## src/rtl/fifo_uart_tx.sv

```systemverilog
// rtl/fifo_uart_tx.sv - FIFO-draining UART transmitter (8 data bits, LSB first, 1 stop bit)
// Optional even parity bit enabled by defining FIFO_UART_TX_PARITY_EN.

module fifo_uart_tx #(
    parameter int CLKS_PER_BIT = 868,
    parameter int CNT_W        = 16
) (
    input  logic             clk_i,
    input  logic             srst_i,
    input  logic             fifo_empty_i,
    input  logic [7:0]       fifo_dout_i,
    output logic             fifo_rd_en_o,
    output logic             tx_o,
    output logic             busy_o,
    output logic [CNT_W-1:0] frame_cnt_o
);

    localparam int BAUD_W = (CLKS_PER_BIT > 1) ? $clog2(CLKS_PER_BIT) : 1;
    localparam logic [BAUD_W-1:0] BAUD_LAST = BAUD_W'(CLKS_PER_BIT - 1);

`ifdef FIFO_UART_TX_PARITY_EN
    typedef enum logic [2:0] {
        S_IDLE, S_READ, S_LATCH, S_START, S_DATA, S_PARITY, S_STOP
    } state_e;
    logic parity_q;
`else
    typedef enum logic [2:0] {
        S_IDLE, S_READ, S_LATCH, S_START, S_DATA, S_STOP
    } state_e;
`endif

    state_e             state_q;
    logic [BAUD_W-1:0]  baud_q;
    logic [2:0]         bit_idx_q;
    logic [7:0]         shift_q;
    logic               tx_q;
    logic               rd_en_q;
    logic               busy_q;
    logic [CNT_W-1:0]   frame_cnt_q;
    logic               baud_last;

    assign baud_last = (baud_q == BAUD_LAST);

    // tx_q is loaded one cycle ahead of each bit so every output stays registered.
    always_ff @(posedge clk_i) begin
        if (srst_i) begin
            state_q     <= S_IDLE;
            baud_q      <= '0;
            bit_idx_q   <= '0;
            shift_q     <= '0;
            tx_q        <= 1'b1;
            rd_en_q     <= 1'b0;
            busy_q      <= 1'b0;
            frame_cnt_q <= '0;
`ifdef FIFO_UART_TX_PARITY_EN
            parity_q    <= 1'b0;
`endif
        end else begin
            rd_en_q <= 1'b0;
            case (state_q)
                S_IDLE: begin
                    baud_q <= '0;
                    if (!fifo_empty_i) begin
                        state_q <= S_READ;
                        rd_en_q <= 1'b1;
                        busy_q  <= 1'b1;
                    end
                end
                S_READ: begin
                    state_q <= S_LATCH;
                end
                S_LATCH: begin
                    shift_q <= fifo_dout_i;
`ifdef FIFO_UART_TX_PARITY_EN
                    parity_q <= ^fifo_dout_i;
`endif
                    tx_q    <= 1'b0;
                    state_q <= S_START;
                end
                S_START: begin
                    if (baud_last) begin
                        baud_q    <= '0;
                        bit_idx_q <= '0;
                        tx_q      <= shift_q[0];
                        state_q   <= S_DATA;
                    end else begin
                        baud_q <= baud_q + 1'b1;
                    end
                end
                S_DATA: begin
                    if (baud_last) begin
                        baud_q <= '0;
                        if (bit_idx_q == 3'd7) begin
`ifdef FIFO_UART_TX_PARITY_EN
                            tx_q    <= parity_q;
                            state_q <= S_PARITY;
`else
                            tx_q    <= 1'b1;
                            state_q <= S_STOP;
`endif
                        end else begin
                            bit_idx_q <= bit_idx_q + 3'd1;
                            shift_q   <= {1'b0, shift_q[7:1]};
                            tx_q      <= shift_q[1];
                        end
                    end else begin
                        baud_q <= baud_q + 1'b1;
                    end
                end
`ifdef FIFO_UART_TX_PARITY_EN
                S_PARITY: begin
                    if (baud_last) begin
                        baud_q  <= '0;
                        tx_q    <= 1'b1;
                        state_q <= S_STOP;
                    end else begin
                        baud_q <= baud_q + 1'b1;
                    end
                end
`endif
                S_STOP: begin
                    if (baud_last) begin
                        baud_q      <= '0;
                        frame_cnt_q <= frame_cnt_q + 1'b1;
                        busy_q      <= 1'b0;
                        state_q     <= S_IDLE;
                    end else begin
                        baud_q <= baud_q + 1'b1;
                    end
                end
                default: begin
                    baud_q  <= '0;
                    tx_q    <= 1'b1;
                    busy_q  <= 1'b0;
                    state_q <= S_IDLE;
                end
            endcase
        end
    end

    assign fifo_rd_en_o = rd_en_q;
    assign tx_o         = tx_q;
    assign busy_o       = busy_q;
    assign frame_cnt_o  = frame_cnt_q;

endmodule

```

## config.mk

```make
export PLATFORM = sky130hd
export DESIGN_NAME = fifo_uart_tx
export DESIGN_NICKNAME = d
export VERILOG_FILES = /design/src/rtl/fifo_uart_tx.sv
export SDC_FILE = /design/constraint.sdc
export NUM_CORES = 1
export LEC_CHECK = 0
export CAP_MARGIN = 5
export CORE_ASPECT_RATIO = 0.6
export CORE_MARGIN = 5
export CORE_UTILIZATION = 55
export CTS_CLUSTER_DIAMETER = 150
export DETAILED_ROUTE_END_ITERATION = 16
export PLACE_DENSITY = 0.79
export SKIP_CTS_REPAIR_TIMING = 1
export SLEW_MARGIN = 25
export SYNTH_ARGS = -nofsm -noshare
export SYNTH_HDL_FRONTEND = slang
export SYNTH_SLANG_ARGS = --single-unit
export TNS_END_PERCENT = 1
```

## constraint.sdc

```tcl
create_clock -name clk_i -period 3.4 [get_ports clk_i]
set_clock_uncertainty 0.15 [all_clocks]
set_input_delay 0.51 -clock clk_i [delete_from_list [all_inputs] [get_ports clk_i]]
set_output_delay 0.51 -clock clk_i [all_outputs]
set_load 0.01 [all_outputs]
```

; ---- Word-level counts from Yosys, hierarchy flattened
; Index checks and enable logic that the tools add are counted.
[word_totals]
elab_cells = 63
out_inout_bits = 19
inputBits = 11
ff_bits = 43
[classes]
n_eq_ne = 13
n_mux = 22
reduce_logical = 14
bitwise_logic = 3
addsub = 3
[op_table]
columns = cell, n
row1 = two-way mux 3 bit, 7
row2 = one-hot mux 10 bit (2 select lines), 1
row3 = one-hot mux 3 bit (6 select lines), 1
row4 = adder 16 x 1 -> 16 bit (second input constant), 1
row5 = two-way mux 8 bit, 2
row6 = one-hot mux 8 bit (2 select lines), 1
row7 = != test 2 bit (second input constant), 6
row8 = adder 10 x 1 -> 10 bit (second input constant), 1
row9 = == test 10 bit (second input constant), 1
row10 = two-way mux 10 bit, 1
row11 = == test 3 bit (second input constant), 3
row12 = AND reduction 3 bit, 3
row13 = == test 3 x 2 -> 1 bit (second input constant), 2
row14 = two-way mux 1 bit, 6
row15 = one-hot mux 3 bit (2 select lines), 1
row16 = OR reduction 3 bit, 2
row17 = AND reduction 5 bit, 1
row18 = one-hot mux 1 bit (4 select lines), 1
row19 = AND reduction 4 bit, 1
row20 = nonzero test 2 bit, 2
row21 = OR reduction 2 bit, 2
row22 = OR reduction 4 bit, 1
row23 = adder 3 x 1 -> 3 bit (second input constant), 1
row24 = == test 3 x 1 -> 1 bit (second input constant), 1
row25 = other kinds (4), 6

; ---- Longest topological paths before layout
[depth]
word_depth = 4
depth_mapped = 7
mapped_depth_nobuf = 6

; ---- Worst setup path after synthesis
; No wires, ideal clock.
[synth_timing]
path_kind = reg2reg
startpoint = register baud_q[0]
endpoint = register frame_cnt_q[12] (netlist: frame_cnt_o[12])
arrival_ps = 1667
path_buffers = 1
path_stages_with_launch = 7
setup_ps = 123
period_less_slack_ps = 1940
slack_ps = 1460
required_time_ps = 3127
cell_sequence = dfxtp_1 -> ha_1 -> and4bb_4 -> nand4_4 -> buf_6 -> nor4_2 -> mux2_1
[synth_between]
elab_chain_len = 2
[synth_lines]
columns = element, line
row1 = from (decl), 33  ; logic [BAUD_W-1:0] baud_q;
row2 = from (signal assigned), 87  ; baud_q <= baud_q + 1'b1;
row3 = from (signal assigned), 107  ; baud_q <= baud_q + 1'b1;
row4 = from (signal assigned), 128  ; baud_q <= baud_q + 1'b1;
row5 = == test 10 bit, 42  ; assign baud_last = (baud_q == BAUD_LAST);
row6 = AND reduction 2 bit (no source line), --
row7 = to (signal assigned), 124  ; frame_cnt_q <= frame_cnt_q + 1'b1;
row8 = to (decl), 39  ; logic [CNT_W-1:0] frame_cnt_q;
; Every way passes these cells.
; A chain may end at the register's enable or synchronous reset.

; ---- Worst setup path after layout
[layout_timing]
startpoint = register state_q[0]
endpoint = register frame_cnt_q[14] (netlist: frame_cnt_o[14])
[layout_between]
elab_chain_len = 2
[layout_lines]
columns = element, line
row1 = from (decl), 32  ; state_e state_q;
row2 = from (signal assigned), 47  ; state_q <= S_IDLE;
row3 = from (signal assigned), 64  ; state_q <= S_READ;
row4 = from (signal assigned), 70  ; state_q <= S_LATCH;
row5 = == test 3 bit, 60  ; case (state_q)
row6 = AND reduction 2 bit (no source line), --
; Every way passes these cells.

==> flow_summary_export.csv <==
group,metric,value,unit
status,status,"completed",
finish,drive_above_1_share,7.91,%
finish,multiInputGateArea,1340,um2
route,wl,5100,um
logic_synthesis,ys_top_cells_by_count,"43 x dfxtp_1, 19 x a21oi_1, 18 x nand2_1",
critical_path,crit_family,"simple AND/OR/NAND/NOR gates",
route,via_count,1986,
global_routing,grt_pass1_wl,8600,um
placed_design,portBuffers,29,
logic_synthesis,avgSynthCellArea,9.02,um2
clock_tree,cts_buffers,5,
hold_path,hold_path_class,"reg2reg",
global_routing,grt.overflow.total,0,
critical_path,endpoint_kind,"flip-flop",
global_routing,grt_usage,19.3,%
floorplan,die_area,5710,um2
floorplan,pin_count,30,
logic_synthesis,yosysMostFrequentCell,"dfxtp_1",
global_routing,gr-usage-met3,5.08,%
placed_design,dp_hpwl,3480,um
critical_path,start_kind,"flip-flop",
timing,layout_min_cycle_time,2410,ps
clock_tree,path_clk_slew,80,ps
logic_synthesis,ys_top_cells_by_area,"dfxtp_1 37%, a21oi_1 4.1%, mux2i_1 3.8%",
floorplan,core,4120,um2
timing,grt_setup_unrepaired,"no",
timing,drv_slew,0,
route,drtAntennaViolNets,0,
critical_path,cp_max_fo,24,
logic_synthesis,postSynthCellCount,260,
global_routing,top_usage_layer,"met1",
critical_path,max_stage_delay,720,ps
global_routing,met1_usage,30.4,%
finish,nets,293,
clock_tree,cts_buffer_depth,2,
timing,setup_tns,0,ps
logic_synthesis,async_reset_ff_share,0,%
placed_design,place_inst,331,
critical_path,worst_ep_required_time,3440,ps
critical_path,cp_slowest_cell,"dfxtp_1",
critical_path,timing.critical_path.buf_inv,0,
logic_synthesis,syn-cell-area,2350,um2
clock_tree,clk_latency,300,ps
logic_synthesis,synth_ff_type,"dfxtp_1",
logic_synthesis,synth_edf_count,0,
route,viasPerCell,5.88,
critical_path,path_cells,"and3b_1 > nand4_4 > nor4_1 > mux2_1",
critical_path,critPathArrivalTime,2450,ps
route,drt_iter0_markers,130,
clock_tree,htreeDepth,2,
finish,diodes,0,
clock_tree,cts_tree,"built",
logic_synthesis,synth_top_area_share,36.7,%
timing,max_freq,0.416,GHz
floorplan,row_count,18,
floorplan,start_util,56.9,%
timing,tightest_slew,663,ps
logic_synthesis,yosysSeqAreaShare,36.7,%
logic_synthesis,synth_seq_cells,43,
clock_tree,clkSinkCount,43,
timing,hold_slack,314,ps
power,ir_drop,0.214,mV
route,remaining_drc_errors,0,
timing,setup_viol,0,
clock_tree,cts-root-buf,"clkbuf_8",
timing,hold_violations,0,
critical_path,critical_path_class,"reg2reg",
timing,relSlewSlack,55.8,%
finish,fin_util,65.2,%
logic_synthesis,yosys_warnings,0,
finish,nFillCells,358,
finish,fin_cells,338,
logic_synthesis,yosys.area.top_type,"dfxtp_1",
power,cellPowerDensity,353,nW/um2
floorplan,die_w,94.3,um
logic_synthesis,synthDistinctLibCells,56,
route,drt_first_pass_iters,4,
placed_design,gp_congestion,0.809,
logic_synthesis,synth_fp_nets,275,
floorplan,die_h,60.6,um
finish,final-seq-area,861,um2
timing,fin_crit_sh,70.8,%
global_routing,grt_pass1_vias,1763,
finish,area_growth,14.6,%
power,p_leak,0.895,nW
flow_run,cap_viol_max_count,0,
route,wl_per_cell,15.1,um
global_routing,use_met2,25.0,%
global_routing,antenna_found_initial,0,
global_routing,grt_max_degree,46,
## area by class of cell
class                           count  area share [%]
Tap cell                           60            2.79
Timing Repair Buffer               30            11.1
Clock buffer                        6            3.07
Multi-Input combinational cell    192            50.0
Clock inverter                      1           0.186
Inverter                            6           0.838
Sequential cell                    43            32.0
## per-stage QoR
step / setup slack [ps] / power (mW) / instance area (um2)
global route: 844 / 0.995 / 2690
finish: 994 / 0.949 / 2690
CTS: 1010 / 0.955 / 2690
global placement: 1060 / 0.624 / 2600
floorplan: 1460 / 0.603 / 2350
detailed placement: 1040 / 0.627 / 2600
## routing by layer
metal	up-vias	part of all wire (%)	routed length, um
met5	-	0	0
met1	907	54	2780
met2	48	40	2020
met3	7	5.0	256
li1	1024	-	-
met4	0	1.0	51
## power by group
part	internal (mW)	switching [mW]	leakage, nW
combinational	0.0373	0.0468	0.500
sequential	0.516	0.0158	0.348
clock	0.160	0.174	0.0470
total	0.713	0.237	0.895
## kinds of logic (layout without fill, tap and decap cells)
family / Yosys count / count (layout) / synth area share, %
xor gates and xnor gates: 4 / 4 / 1.49
buffers and inverters: 25 / 43 / 6.03
DFF: 43 / 43 / 36.7
muxes: 15 / 15 / 6.72
adders and majority gates: 4 / 4 / 2.13
AOI/OAI and AO/OA: 70 / 70 / 20.4
and+or+nand+nor: 99 / 99 / 26.5
## worst reg2reg max path: stages, from the launching register on
cell and delay [ps]:
dfxtp_1 720, and3b_1 330, nand4_4 300, nor4_1 450, mux2_1 360
## final timing paths
path	start	to	slack, ps	depth (start not counted)
max	state_q[0]	frame_cnt_o[14]	990	4
max reg2reg	state_q[0]	frame_cnt_o[14]	990	4
min	bit_idx_q[2]	bit_idx_q[2]	310	2
min reg2reg	bit_idx_q[2]	bit_idx_q[2]	310	2
## flip-flops by register name, summed over array words and instances, names as in the netlist
name	count
tx_o	1
bit_idx_q	3
baud_q	10
shift_q	8
fifo_rd_en_o	1
busy_o	1
frame_cnt_o	16
state_q	3
## placed cells by master (no fill, tap or decap), types with 6 or more instances in the layout
| cell type | synthesis | routed |
|---|---|---|
| dfxtp_1 | 43 | 43 |
| a21oi_1 | 19 | 19 |
| mux2_1 | 6 | 6 |
| clkbuf_8 | 0 | 6 |
| mux2i_1 | 9 | 9 |
| nand3_1 | 12 | 12 |
| nor2b_1 | 8 | 8 |
| o21ai_1 | 10 | 10 |
| a311oi_1 | 7 | 7 |
| nand2_1 | 18 | 18 |
| nor2_1 | 15 | 15 |
| clkdlybuf4s50_1 | 0 | 29 |
| inv_1 | 6 | 6 |
| a31oi_1 | 11 | 11 |
Power figures use the tool's default switching activity.
